**config.mk**
```make
export PLATFORM = sky130hd
export DESIGN_NAME = uart_rx
export DESIGN_NICKNAME = d
export VERILOG_FILES = /design/src/rtl/uart_rx.sv
export SDC_FILE = /design/constraint.sdc
export NUM_CORES = 1
export LEC_CHECK = 0
export ABC_AREA = 1
export CAP_MARGIN = 20
export CORE_MARGIN = 4
export CORE_UTILIZATION = 55
export CTS_BUF_LIST = sky130_fd_sc_hd__clkbuf_2
export CTS_CLUSTER_SIZE = 25
export DETAILED_ROUTE_END_ITERATION = 8
export PLACE_DENSITY = 0.76
export SLEW_MARGIN = 20
export SYNTH_ARGS = -nofsm -noshare
export SYNTH_HDL_FRONTEND = slang
export SYNTH_SLANG_ARGS = --single-unit
```
**constraint.sdc**
```tcl
create_clock -name clk -period 1.95 [get_ports clk]
set_input_delay 0.39 -clock clk [delete_from_list [all_inputs] [get_ports clk]]
set_output_delay 0.39 -clock clk [all_outputs]
set_load 0.02 [all_outputs]
```
**src/rtl/uart_rx.sv**
```systemverilog
// 8N1 UART receiver: two-flop line synchronizer, mid-bit sampling deserializer,
// and a valid/ready output register with frame-error and overrun pulses.
module uart_rx #(
    parameter int CLKS_PER_BIT = 651
) (
    input  logic       clk,
    input  logic       rst_n,
    input  logic       rx_serial,
    output logic [7:0] rx_data,
    output logic       rx_valid,
    input  logic       rx_ready,
    output logic       rx_frame_err,
    output logic       rx_overrun,
    output logic       rx_busy
);

    localparam int SYNC_STAGES = 2;
    localparam int CW = (CLKS_PER_BIT > 1) ? $clog2(CLKS_PER_BIT) : 1;
    localparam logic [CW-1:0] BIT_LAST  = CW'(CLKS_PER_BIT - 1);
    localparam logic [CW-1:0] HALF_LAST = CW'(CLKS_PER_BIT / 2 - 1);

    typedef enum logic [2:0] {
        IDLE,
        START,
        DATA,
        STOP,
        WAIT_HIGH
    } state_t;

    state_t                 state_reg;
    logic [CW-1:0]          cnt_reg;
    logic [2:0]             idx_reg;
    logic [7:0]             shift_reg;
    logic [7:0]             data_reg;
    logic                   valid_reg;
    logic                   frame_err_reg;
    logic                   overrun_reg;
    logic [SYNC_STAGES-1:0] sync_reg;
    logic [SYNC_STAGES-1:0] sync_d;
    logic                   rx_s;

    // Synchronizer flops reset to the idle (high) line level so release never fakes a start bit.
    assign sync_d = {sync_reg[SYNC_STAGES-2:0], rx_serial};

    genvar gi;
    generate
        for (gi = 0; gi < SYNC_STAGES; gi++) begin : g_sync
            always_ff @(posedge clk or negedge rst_n) begin
                if (!rst_n) begin
                    sync_reg[gi] <= 1'b1;
                end else begin
                    sync_reg[gi] <= sync_d[gi];
                end
            end
        end
    endgenerate

    assign rx_s = sync_reg[SYNC_STAGES-1];

    always_ff @(posedge clk or negedge rst_n) begin
        if (!rst_n) begin
            state_reg     <= IDLE;
            cnt_reg       <= '0;
            idx_reg       <= '0;
            shift_reg     <= '0;
            data_reg      <= '0;
            valid_reg     <= 1'b0;
            frame_err_reg <= 1'b0;
            overrun_reg   <= 1'b0;
        end else begin
            frame_err_reg <= 1'b0;
            overrun_reg   <= 1'b0;
            if (valid_reg && rx_ready) begin
                valid_reg <= 1'b0;
            end

            case (state_reg)
                IDLE: begin
                    if (!rx_s) begin
                        state_reg <= START;
                        cnt_reg   <= '0;
                    end
                end
                START: begin
                    if (cnt_reg == HALF_LAST) begin
                        cnt_reg   <= '0;
                        idx_reg   <= '0;
                        state_reg <= rx_s ? IDLE : DATA;
                    end else begin
                        cnt_reg <= cnt_reg + 1'b1;
                    end
                end
                DATA: begin
                    if (cnt_reg == BIT_LAST) begin
                        cnt_reg            <= '0;
                        shift_reg[idx_reg] <= rx_s;
                        if (idx_reg == 3'd7) begin
                            state_reg <= STOP;
                        end else begin
                            idx_reg <= idx_reg + 3'd1;
                        end
                    end else begin
                        cnt_reg <= cnt_reg + 1'b1;
                    end
                end
                STOP: begin
                    if (cnt_reg == BIT_LAST) begin
                        cnt_reg <= '0;
                        if (rx_s) begin
                            state_reg <= IDLE;
                            // A same-cycle transfer frees the register, so the new byte may load.
                            if (!valid_reg || rx_ready) begin
                                data_reg  <= shift_reg;
                                valid_reg <= 1'b1;
                            end else begin
                                overrun_reg <= 1'b1;
                            end
                        end else begin
                            frame_err_reg <= 1'b1;
                            state_reg     <= WAIT_HIGH;
                        end
                    end else begin
                        cnt_reg <= cnt_reg + 1'b1;
                    end
                end
                WAIT_HIGH: begin
                    if (rx_s) begin
                        state_reg <= IDLE;
                    end
                end
                default: begin
                    state_reg <= IDLE;
                end
            endcase
        end
    end

    assign rx_data      = data_reg;
    assign rx_valid     = valid_reg;
    assign rx_frame_err = frame_err_reg;
    assign rx_overrun   = overrun_reg;
    assign rx_busy      = (state_reg != IDLE);

endmodule

```
# ---- After elaboration in Yosys (flattened, before gate mapping)
# Cells that the tools add are included.
dict set report word_totals {
  input_bits 4
  register_bits 37
  wordCells 74
  output_inout_bits 12
}
dict set report op_classes {
  magnitude_cmp 2
  n_reduce_logical 14
  n_eq_ne 14
  n_mux 32
  addsub 2
}
# op n
set ops {}
lappend ops {{10-bit two-way mux} 3}
lappend ops {{3-bit two-way mux} 10}
lappend ops {{10-bit case mux with 3 select lines} 1}
lappend ops {{3-bit case mux with 5 select lines} 1}
lappend ops {{2-bit inequality test, second input constant} 7}
lappend ops {{1-bit two-way mux} 13}
lappend ops {{10-bit by 1-bit adder with 10-bit output, second input constant} 1}
lappend ops {{10-bit equality test, second input constant} 1}
lappend ops {{10-bit by 9-bit equality test with 1-bit output, second input constant} 1}
lappend ops {{8-bit bitwise mux} 1}
lappend ops {{4-bit AND reduction} 2}
lappend ops {{3-bit by 2-bit equality test with 1-bit output, second input constant} 2}
lappend ops {{3-bit equality test, second input constant} 2}
lappend ops {{3-bit case mux with 2 select lines} 1}
lappend ops {{6-bit AND reduction} 1}
lappend ops {{3-bit nonzero test} 2}
lappend ops {{3-bit by 4-bit less-than comparator with 1-bit output, second input constant} 1}
lappend ops {{2-bit AND reduction} 2}
lappend ops {{3-bit by 1-bit adder with 3-bit output, second input constant} 1}
lappend ops {{1-bit demux with 3-bit select} 1}
lappend ops {{3-bit by 1-bit equality test with 1-bit output, second input constant} 1}
lappend ops {{3-bit by 1-bit greater-or-equal comparator with 1-bit output, second input constant} 1}
lappend ops {{3-bit zero test} 1}
lappend ops {{1-bit logical AND} 2}
lappend ops {{5 further kinds} 5}

# ---- Longest topological paths before layout
# Gate-level depths: netlist of run 1.
dict set report depth {
  ltp_word 6
  depth_mapped 10
  mapped_depth_nobuf 10
}

# ---- Worst setup path before layout of run 1
# No wires, ideal clock.
dict set report synth_timing {
  kind {reg2reg}
  start {register cnt_reg[0]}
  end {register cnt_reg[2]}
  path_stages_with_launch 10
  required_ns 1.830
  t_arrival_ns 1.347
  setup_slack_ns 0.483
  period_less_slack_ns 1.467
  setup_ns 0.120
  cell_sequence {dfrtp_1 -> inv_1 -> ha_1 -> nand2_1 -> nor2_2 -> nand3_1 -> nand2_1 -> nand3_1 -> inv_1 -> nor2_1}
}
dict set report synth_via {
  elab_chain_len 3
}
# item line
set synth_lines {}
lappend synth_lines {{start: declaration} 31} ;# logic [CW-1:0] cnt_reg;
lappend synth_lines {{start signal: assignment} 90} ;# cnt_reg <= cnt_reg + 1'b1;
lappend synth_lines {{start signal: assignment} 103} ;# cnt_reg <= cnt_reg + 1'b1;
lappend synth_lines {{start signal: assignment} 123} ;# cnt_reg <= cnt_reg + 1'b1;
lappend synth_lines {{10-bit by 1-bit adder with 10-bit output (tied with other cells)} {90, 103, 123}}
lappend synth_lines {{10-bit two-way mux (on tied branches)} {94, 107, 85}}
lappend synth_lines {{10-bit case mux with 3 select lines (*)} 77} ;# case (state_reg)
# Mark *: on every way between the ends. The rest lies on a longest branch, timed or not.
# A chain may end at the register's enable or synchronous reset.

# ---- Final worst setup path of run 1
dict set report layout_timing {
  start {register state_reg[0]}
  end {output port rx_busy}
}
dict set report layout_via {
  elab_chain_len 1
}
# item line
set layout_lines {}
lappend layout_lines {{start: declaration} 30} ;# state_t state_reg;
lappend layout_lines {{start signal: assignment} 88} ;# state_reg <= rx_s ? IDLE : DATA;
lappend layout_lines {{3-bit nonzero test} 142} ;# assign rx_busy = (state_reg != IDLE);
lappend layout_lines {{end: declaration} 14} ;# output logic rx_busy
# No other way between the ends.

==> impl_results.md, run 1 <==
- Layout Cells excl Fill: 346
- Worst-Skew Late Latency: 0.40 ns
- Max FFs per register: 10
- H-tree lvl count: 2
- Max incr delay on CP: 0.50 ns
- Synthesized flop and latch total: 37
- DRC: 0
- Fin. max-slew vios: 0
- Vias in the first global route: 1659
- Placed cell count: 335
- Setup crit end kind: output pin
- Setup TNS: 0 ns
- CTS root buf: clkbuf_2
- Fillers: 291
- Final net count: 308
- Number of synthesized flops with an enable pin: 0
- Mean Syn Cell Area: 7.53 sq um
- Share of cells above drive strength 1: 13.0%
- Core Box Area: 3470 sq um
- DIE HEIGHT: 69.0 microns
- Peak fanout along the critical path: 5
- CTS tree: built
- Antenna Violating Nets Remaining: 0
- I/O Pins: 16
- Post-Synthesis Cells: 272
- Die area: 4760 sq um
- Number of DRC markers in iteration 0: 106
- WL final: 4060 microns
- Clock transition at path regs: 0.20 ns
- Clock sink total: 37
- HP Class: input port to flip-flop
- Wire length per cell: 11.7 microns
- Final core utilization: 68.4%
- Max_cap viols: 0
- Post-DP HPWL: 2920 microns
- Initial antenna violation count: 0
- Crit path launch type: flip-flop
- Total GRT Usage: 18.1%
- Via/cell ratio: 5.14
- Int Power: 998 uW
- P_leak: 1.18 nW
- Sequential Power Share: 60.2%
- Pwr dens: 544 nW/um^2
- ANT cells: 0
- Prevailing post-synth register cell: dfrtp_1
- Worst Path Arrival: 1.44 ns
- Post-synth ARST share: 100%
- Crit-path slowest cell: dfrtp_1
- Worst Path Class, Setup: flip-flop to output pin
- Final Instance Area: 2370 sq um
- Syn nets: 281
- Starting Density: 59.1%
- First-pass GRT wire length: 7020 microns
- Clock skew: 0.0192 ns
- Final Power: 1.29 mW
- Switching Fraction: 22.6%
- Placed cell area: 2270 sq um
- Slew headroom: 70.3%
- Dpl ws: 0.275 ns
- Sw power: 291 uW
- First-pass DRT Iterations: 4
- Largest net degree at the start of global routing: 38
- Global route total overflow: 0
- PnR worst setup slack: 0.122 ns
- Worst-path cell chain: nor2_4, nand2_1, dlygate4sd2_1
- Share of the yosys chip area belonging to registers: 45.3%
- Post-synthesis cell type count: 22
- Worst slew pin tran: 0.446 ns
- RSZ-0062 raised after global routing: false
- Crit path required time: 1.56 ns
- Longest Clk Path Bufs: 2
- Clock share of power: 37.8%
- Max VDD drop: 392 uV
- Final setup violation count: 0
- Final cycle utilization of the critical path: 93.7%
- Routed vias: 1778
- Core Rows: 21
- Mapped Area: 2050 sq um
- Yosys warning count: 0
- Max Freq: 547 MHz
- Num CTS Buffers: 5
- Final worst path period need: 1.83 ns
- Final hold slack: 0.367 ns
- Final Hold Viols: 0
- Routability Congestion: 0.924
- Status: completed
- Width of the chip: 69.0 microns
- Area growth syn-to-layout: 15.8%
- Power share of the combinational group: 2.0%
- I/O Buffers: 15
==> cell usage in the layout, fill, tap and decap left out, drive strengths merged <==
cell type       n
a21oi           1
buf             9
bufinv          1
clkbuf          5
clkdlybuf4s50  13
clkinv          1
clkinvlp        1
dfrtp          35
dfstp           2
dlygate4sd2     1
dlygate4sd3     1
ha              5
inv            38
nand2          87
nand3          23
nand4          24
nor2           39
nor3            1
nor3b           1
o211ai          1
o21ai           8
xor2            3
==> power by group through the flow <==
stage	Clock (mW)	Sequential [mW]	Combinational, mW
6_report	0.487	0.775	0.0262
5_1_grt	0.543	0.776	0.0312
4_1_cts	0.502	0.775	0.0277
3_5_place_dp	0	0.788	0.0262
3_3_place_gp	0	0.789	0.0258
2_1_floorplan	0	0.788	0.00356
==> cell type report <==
type	instances	area, sq um	share of cell area, %
Clock inverter	3	46.3	1.95
Inverter	38	143	6.02
Timing Repair Buffer	24	214	9.02
Multi-Input combinational cell	193	956	40.3
Sequential cell	37	930	39.2
Clock buffer	5	25.0	1.06
Tap cell	46	57.6	2.43
==> cells in the mapped netlist, types with 3 or more instances <==
cell     count  area (sq um)
nor2_2       5          31.3
nand4_1     24           150
nand2_2      3          18.8
nor2_1      32           120
nand3_1     21           105
o21ai_0      6          30.0
xor2_1       3          26.3
nand2_1     84           315
dfrtp_1     35           876
buf_4        3          22.5
ha_1         5          62.6
inv_2        4          15.0
inv_1       34           128
==> cell families (layout without fill, tap and decap cells) <==
kind of cell | Yosys count | in the layout | share of synthesized area (%)
AOI/OAI and AO/OA | 10 | 10 | 2.75
DFF | 37 | 37 | 45.3
and+or+nand+nor | 175 | 175 | 39.3
xor gates and xnor gates | 3 | 3 | 1.28
adders and majority gates | 5 | 5 | 3.05
buffers and inverters | 42 | 70 | 8.25
==> path summary, 6_finish.rpt <==
kind | to | depth (start not counted) | startpoint | slack, ns
max in group asynchronous | sync_d[1] | 3 | rst_n | 1.09
setup / recovery | rx_busy | 3 | state_reg[0] | 0.12
min in group asynchronous | rx_data[3] | 3 | rst_n | 0.53
hold reg to reg | rx_s | 0 | sync_d[1] | 0.37
hold / removal | sync_d[1] | 1 | rx_serial | 0.37
setup reg to reg | cnt_reg[2] | 9 | cnt_reg[0] | 0.26
==> worst max-delay path, delay by kind of cell (launching register included) <==
family	cells	cell delay [ns]
buffers and inverters	1	0.32
and+or+nand+nor	2	0.24
DFF	1	0.50
==> layer usage <==
| layer | vias to the layer above | routed length (microns) | global-route usage, % |
|---|---|---|---|
| li1 | 920 | - | - |
| met1 | 804 | 1880 | 22.1 |
| met2 | 46 | 1920 | 29.7 |
| met3 | 8 | 201 | 5.09 |
| met4 | 0 | 64 | 7.81 |
| met5 | - | 0 | 0 |
==> repair_timing <==
action                                  4_1_cts  5_1_grt
endpoints found under the setup margin        1        1
hold buffers                                  1        0
gates resized for setup                       2        1
pin swaps                                     0        0
buffers inserted                              0        2
hold endpoints to repair                     28        0
Note: power is estimated with default switching activity, not from simulation.
==> run 2, diff against run 1 <==
--- a/config.mk
+++ b/config.mk
@@ -8,11 +8,11 @@
 export ABC_AREA = 1
 export CAP_MARGIN = 20
 export CORE_MARGIN = 4
-export CORE_UTILIZATION = 55
+export CORE_UTILIZATION = 45
 export CTS_BUF_LIST = sky130_fd_sc_hd__clkbuf_2
 export CTS_CLUSTER_SIZE = 25
 export DETAILED_ROUTE_END_ITERATION = 8
-export PLACE_DENSITY = 0.76
+export REMOVE_ABC_BUFFERS = 1
 export SLEW_MARGIN = 20
 export SYNTH_ARGS = -nofsm -noshare
 export SYNTH_HDL_FRONTEND = slang
==> run 2 against run 1 <==
- register-to-register slack worse by 0.04 ns
- die area is 20% higher
- clock skew is 0.012 ns lower
- sequential power hardly changed
- setup slack better by 0.0031 ns
- non-clock buffer count is 1 higher
- flip-flop and latch count stayed put
- combinational power is 15% higher
- design area is 0.69% higher
- hold slack worse by 0.050 ns
- sequential share of layout area is 0.21 points lower
- clock power is 4% lower
- critical endpoint unchanged
- largest cell class unchanged
- largest power group unchanged
==> impl_results.md, run 2 (synthesis results as in run 1) <==
- Crit path required time: 1.56 ns (about the same)
- Max_cap viols: 0 (unchanged)
- Final setup violation count: 0 (unchanged)
- H-tree lvl count: 2 (unchanged)
- First-pass DRT Iterations: 4 (unchanged)
- CTS root buf: clkbuf_2
- Setup crit end kind: output pin
- Final cycle utilization of the critical path: 93.6% (-0.16 points)
- Max Freq: 548 MHz (+0.17%)
- Core Rows: 24 (+14%)
- Final hold slack: 0.317 ns (-0.0501 ns)
- Most frequent cells in the layout: nand2_1 (84), inv_1 (34), dfrtp_1 (33)
- Worst Path Arrival: 1.43 ns (about the same)
- WL final: 4200 microns (+3.4%)
- Longest Clk Path Bufs: 2 (unchanged)
- Final core utilization: 54.5% (-14 points)
- Final net count: 309 (+0.32%)
- Clock transition at path regs: 0.18 ns (-0.02 ns)
- P_leak: 1.19 nW (+0.81%)
- Largest net degree at the start of global routing: 36 (-5.3%)
- Crit-path slowest cell: dfrtp_2
- Buffer and inverter count on the worst path: 1 (unchanged)
- Die area: 5690 sq um (+20%)
- Worst Path Class, Setup: flip-flop to output pin
- Worst slew pin tran: 0.323 ns (-0.123 ns)
- Share of cells above drive strength 1: 13.3% (+0.29 points)
- R2r worst-path depth: 9 (unchanged)
- HP Class: input port to asynchronous set/reset pin
- Num CTS Buffers: 5 (unchanged)
- Commonest non-fill, non-tap cell in the layout: nand2_1
- Wire length per cell: 11.9 microns (+1.3%)
- Via/cell ratio: 5.03 (-2.0%)
- Pwr dens: 534 nW/um^2 (-1.8%)
- Largest delay share family, worst path: flip-flops
- ANT cells: 0 (unchanged)
- Routed vias: 1777 (-0.056%)
- CTS tree: built
- Area growth syn-to-layout: 16.6%
- Clock sink total: 37 (unchanged)
- Final Hold Viols: 0 (unchanged)
- DIE HEIGHT: 75.5 microns (+9.3%)
- Core Box Area: 4380 sq um (+26%)
- Antenna Violating Nets Remaining: 0 (unchanged)
- PnR worst setup slack: 0.125 ns (+0.00312 ns)
- R2r setup slk: 0.22 ns (-0.04 ns)
- Fin. max-slew vios: 0 (unchanged)
- Worst-path cell chain: nor2_2, nand2_1, dlygate4sd2_1
- Initial antenna violation count: 0 (unchanged)
- Peak fanout along the critical path: 4 (-1)
- I/O Pins: 16 (unchanged)
- Fillers: 465 (+60%)
- DRC: 0 (unchanged)
- Crit path launch type: flip-flop
- First-pass GRT wire length: 7130 microns (+1.7%)
- Status: completed
- Final Power: 1.27 mW (-1.2%)
- RR Startpoint: cnt_reg[0]
- Routability Congestion: 0.902 (-2.4%)
- Setup TNS: 0 ns (unchanged)
- Starting Density: 46.7% (-12 points)
- Global route total overflow: 0 (unchanged)
- Dpl ws: 0.234 ns (-0.0412 ns)
- Critical path origin: state_reg[0]
- Max incr delay on CP: 0.46 ns (-0.04 ns)
- Critical R2R Capture: cnt_reg[3]
- Max FFs per register: 10 (unchanged)
- Post-DP HPWL: 3090 microns (+5.7%)
- Vias in the first global route: 1638 (-1.3%)
- Final worst path period need: 1.82 ns (-0.00312 ns)
- Slew headroom: 78.3% (+8.1 points)
- I/O Buffers: 15 (unchanged)
- Number of DRC markers in iteration 0: 72 (-32%)
- Worst-Skew Late Latency: 0.38 ns (-0.02 ns)
- Total GRT Usage: 16.5% (-1.5 points)
- Width of the chip: 75.5 microns (+9.3%)
- Clock skew: 0.00707 ns (-0.0121 ns)
- Max VDD drop: 327 uV (-17%)
run 2: cell count changes in the layout (fill, tap and decap cells not counted):
cell	delta
nor2_2	+1
dfrtp_2	+1
clkbuf_2	+1
nor2_4	-1
clkinv_4	-1
dfrtp_1	-1
buf_12	+1
clkinvlp_4	-1
clkinv_1	+1
run 2: metrics by stage:
stage          cells  cell area, sq um
2_1_floorplan    268              2020
4_1_cts          351              2370
6_report         353              2390
3_5_place_dp     342              2300
3_3_place_gp     342              2300
5_1_grt          353              2390
run 2: what timing repair did:
| action | CTS | global route |
|---|---|---|
| hold buffers | 1 | 0 |
| setup buffers | 0 | 2 |
| resized for setup | 2 | 1 |
| setup endpoints to repair | 1 | 1 |
| hold endpoints to repair | 35 | 0 |
run 2: power by group:
part	total [mW]	leakage (nW)	internal [mW]	switching (mW)
clock	0.469	0.0406	0.219	0.250
combinational	0.0301	0.660	0.0103	0.0198
sequential	0.775	0.493	0.772	0.00285
run 2: per-layer routing:
metal  global-route usage (%)  part of all wire [%]
met1                     20.7                    46
met2                     27.3                    48
met3                     4.22                   4.4
met4                     6.41                   1.7
met5                        0                     0
run 2: layout make-up:
class | instances | area, sq um | area share (%)
multi-input cells | 193 | 951 | 39.8
clock inverters | 2 | 33.8 | 1.42
well taps | 52 | 65.1 | 2.73
clock buffers | 6 | 30.0 | 1.26
inverters | 38 | 143 | 5.97
repair buffers | 25 | 234 | 9.80
flip-flops and latches | 37 | 931 | 39.0
run 2: worst register-to-register path, stage by stage, from the launching register on:
cell and delay (ns):
dfrtp_1 0.44, inv_1 0.13, ha_1 0.20, nand2_1 0.07, nor2_2 0.13, nand3_1 0.12
nand2_1 0.18, nand3_1 0.18, inv_1 0.14, nor2_1 0.05
run 2: how the worst max path moves through the flow:
stage,to,slack (ns),cells after the start
final,rx_busy,0.13,3
after global routing,rx_busy,-0.007,3
after CTS,rx_busy,0.06,3
after detailed placement,cnt_reg[2],0.23,9
after global placement,cnt_reg[3],0.31,9
after floorplan,rx_data[0],0.14,6
==> run 3, diff against run 2 <==
--- a/config.mk
+++ b/config.mk
@@ -9,8 +9,8 @@
 export CAP_MARGIN = 20
 export CORE_MARGIN = 4
 export CORE_UTILIZATION = 45
-export CTS_BUF_LIST = sky130_fd_sc_hd__clkbuf_2
-export CTS_CLUSTER_SIZE = 25
+export CTS_BUF_LIST = sky130_fd_sc_hd__clkbuf_8
+export CTS_CLUSTER_SIZE = 10
 export DETAILED_ROUTE_END_ITERATION = 8
 export REMOVE_ABC_BUFFERS = 1
 export SLEW_MARGIN = 20
==> run 3 against run 2 <==
- design area is 1.5% higher
- clock skew is 0.0053 ns lower
- clock-buffer cell count stayed put
- sequential share of layout area is 0.67 points lower
- routed wire length is 3.0% lower
- largest cell class unchanged
- register-to-register slack better by 0.02 ns
- largest power group unchanged
- global-route usage is 0.17 points lower
- sequential power hardly changed
==> impl_results.md, run 3 (synthesis results as in run 1) <==
- Starting Density: 46.7% (unchanged)
- Area growth syn-to-layout: 18.3%
- Final hold slack: 0.360 ns (+0.0426 ns)
- Post-DP HPWL: 3090 microns (unchanged)
- Total GRT Usage: 16.4% (-0.17 points)
- Sw power: 287 uW (+5.2%)
- Wire length per cell: 11.6 microns (-2.5%)
- H-tree lvl count: 2 (unchanged)
- Worst Path Arrival: 1.32 ns (-0.11 ns)
- Final net count: 307 (-0.65%)
- Int Power: 1.19 mW (+19%)
- RR Startpoint: cnt_reg[0]
- Status: completed
- Worst Setup EP: rx_busy
- Peak fanout along the critical path: 5 (+1)
- Global route total overflow: 0 (unchanged)
- R2r worst-path depth: 9 (unchanged)
- Clock skew: 0.00178 ns (-0.00529 ns)
- Power share of the combinational group: 2.0% (-0.4 points)
- Via/cell ratio: 4.99 (-0.96%)
- Crit path required time: 1.56 ns (about the same)
- Num CTS Buffers: 5 (unchanged)
- Fin. max-slew vios: 0 (unchanged)
- Dpl ws: 0.234 ns (unchanged)
- Final setup violation count: 0 (unchanged)
- First-pass DRT Iterations: 4 (unchanged)
- Sequential Power Share: 52.3% (-8.5 points)
- Worst-Skew Late Latency: 0.29 ns (-0.09 ns)
- CTS tree: built
- Switching Fraction: 19.4% (-2.0 points)
- ANT cells: 0 (unchanged)
- Final worst path period need: 1.71 ns (-0.112 ns)
- Slew headroom: 78.8% (+0.44 points)
- Largest net degree at the start of global routing: 36 (unchanged)
- Clock transition at path regs: 0.07 ns (-0.11 ns)
- Die area: 5690 sq um (unchanged)
- Setup TNS: 0 ns (unchanged)
- Placed cell count: 342 (unchanged)
- PnR worst setup slack: 0.237 ns (+0.112 ns)
- Core Box Area: 4380 sq um (unchanged)
- Max Freq: 584 MHz (+6.5%)
- Longest Clk Path Bufs: 2 (unchanged)
- DRC: 0 (unchanged)
- Routability Congestion: 0.902 (unchanged)
- Antenna Violating Nets Remaining: 0 (unchanged)
- R2r setup slk: 0.24 ns (+0.02 ns)
- Final cycle utilization of the critical path: 87.9% (-5.7 points)
- CTS root buf: clkbuf_8
- Number of DRC markers in iteration 0: 64 (-11%)
- Width of the chip: 75.5 microns (unchanged)
- P_leak: 1.21 nW (+1.2%)
- Routed vias: 1750 (-1.5%)
- Vias in the first global route: 1614 (-1.5%)
- Share of cells above drive strength 1: 12.0% (-1.2 points)
- RSZ-0062 raised after global routing: false
- Commonest non-fill, non-tap cell in the layout: nand2_1
- Worst slew pin tran: 0.316 ns (-0.00655 ns)
- Max FFs per register: 10 (unchanged)
- Layout Cells excl Fill: 351 (-0.57%)
- Critical R2R Capture: cnt_reg[2]
- Setup crit end kind: output pin
- Crit path launch type: flip-flop
- First-pass GRT wire length: 7090 microns (-0.57%)
- Clock sink total: 37 (unchanged)
- HP Class: flip-flop to flip-flop
- Most frequent cells in the layout: nand2_1 (84), inv_1 (35), dfrtp_1 (35)
- DIE HEIGHT: 75.5 microns (unchanged)
- Core Rows: 24 (unchanged)
- WL final: 4070 microns (-3.0%)
- Worst Path Class, Setup: flip-flop to output pin
- I/O Buffers: 15 (unchanged)
- Clock share of power: 45.7% (+8.9 points)
- Critical path origin: state_reg[2]
- Initial antenna violation count: 0 (unchanged)
- Max VDD drop: 366 uV (+12%)
- Max_cap viols: 0 (unchanged)
- Final Hold Viols: 0 (unchanged)
- I/O Pins: 16 (unchanged)
- Pwr dens: 611 nW/um^2 (+14%)
## run 3: cell count changes in the layout (fill, tap and decap cells not counted), sizes merged
cell | before | now
buf | 10 | 8
clkinv | 1 | 0
inv | 38 | 39
## run 3: layout make-up
cell class	instances	area (sq um)
Timing Repair Buffer	23	219
Inverter	38	143
Sequential cell	37	928
Clock inverter	2	33.8
Tap cell	52	65.1
Fill cell	453	1960
Multi-Input combinational cell	193	951
Clock buffer	6	82.6
## run 3: stage by stage
| stage | utilization, % | power [mW] | instance area [sq um] |
|---|---|---|---|
| global placement | 52.4 | 0.819 | 2300 |
| CTS | 55.3 | 1.51 | 2420 |
| floorplan | - | 0.791 | 2020 |
| finish | 55.3 | 1.48 | 2420 |
| detailed placement | 52.4 | 0.819 | 2300 |
| global route | 55.3 | 1.55 | 2420 |
## run 3: worst min path at each step
stage          slack (ns)      start          to  cells past startpoint
4_1_cts              0.36  sync_d[1]        rx_s                      0
3_5_place_dp         0.20      rst_n    rx_valid                      1
3_3_place_gp         0.20      rst_n  rx_overrun                      1
6_report             0.36  sync_d[1]        rx_s                      0
2_1_floorplan        0.09      rst_n  cnt_reg[0]                      0
5_1_grt              0.37  sync_d[1]        rx_s                      0
## run 3: timing repair
action	4_1_cts	5_1_grt
hold buffers	1	0
setup endpoints to repair	1	0
endpoints found under the hold margin	2	0
buffers inserted	0	0
gates resized for setup	1	0
## run 3: power groups by stage
stage,sequential [mW],combinational [mW],clock (mW)
floorplan,0.788,0.00356,0
global placement,0.788,0.0304,0
detailed placement,0.788,0.0305,0
CTS,0.773,0.0321,0.706
global route,0.773,0.0349,0.744
finish,0.774,0.0301,0.676
## run 3: routing by layer
metal	share of wire [%]	track usage, %	vias to the layer above
li1	-	-	921
met4	1.6	5.63	0
met3	4.2	3.96	8
met5	0	0	-
met1	48	21.2	786
met2	47	26.7	35
## run 3: critical path, cell delays in order, from the launching register on
cell and delay [ns]:
dfrtp_1 0.46, nor2_2 0.19, nand2_1 0.06, dlygate4sd2_1 0.32
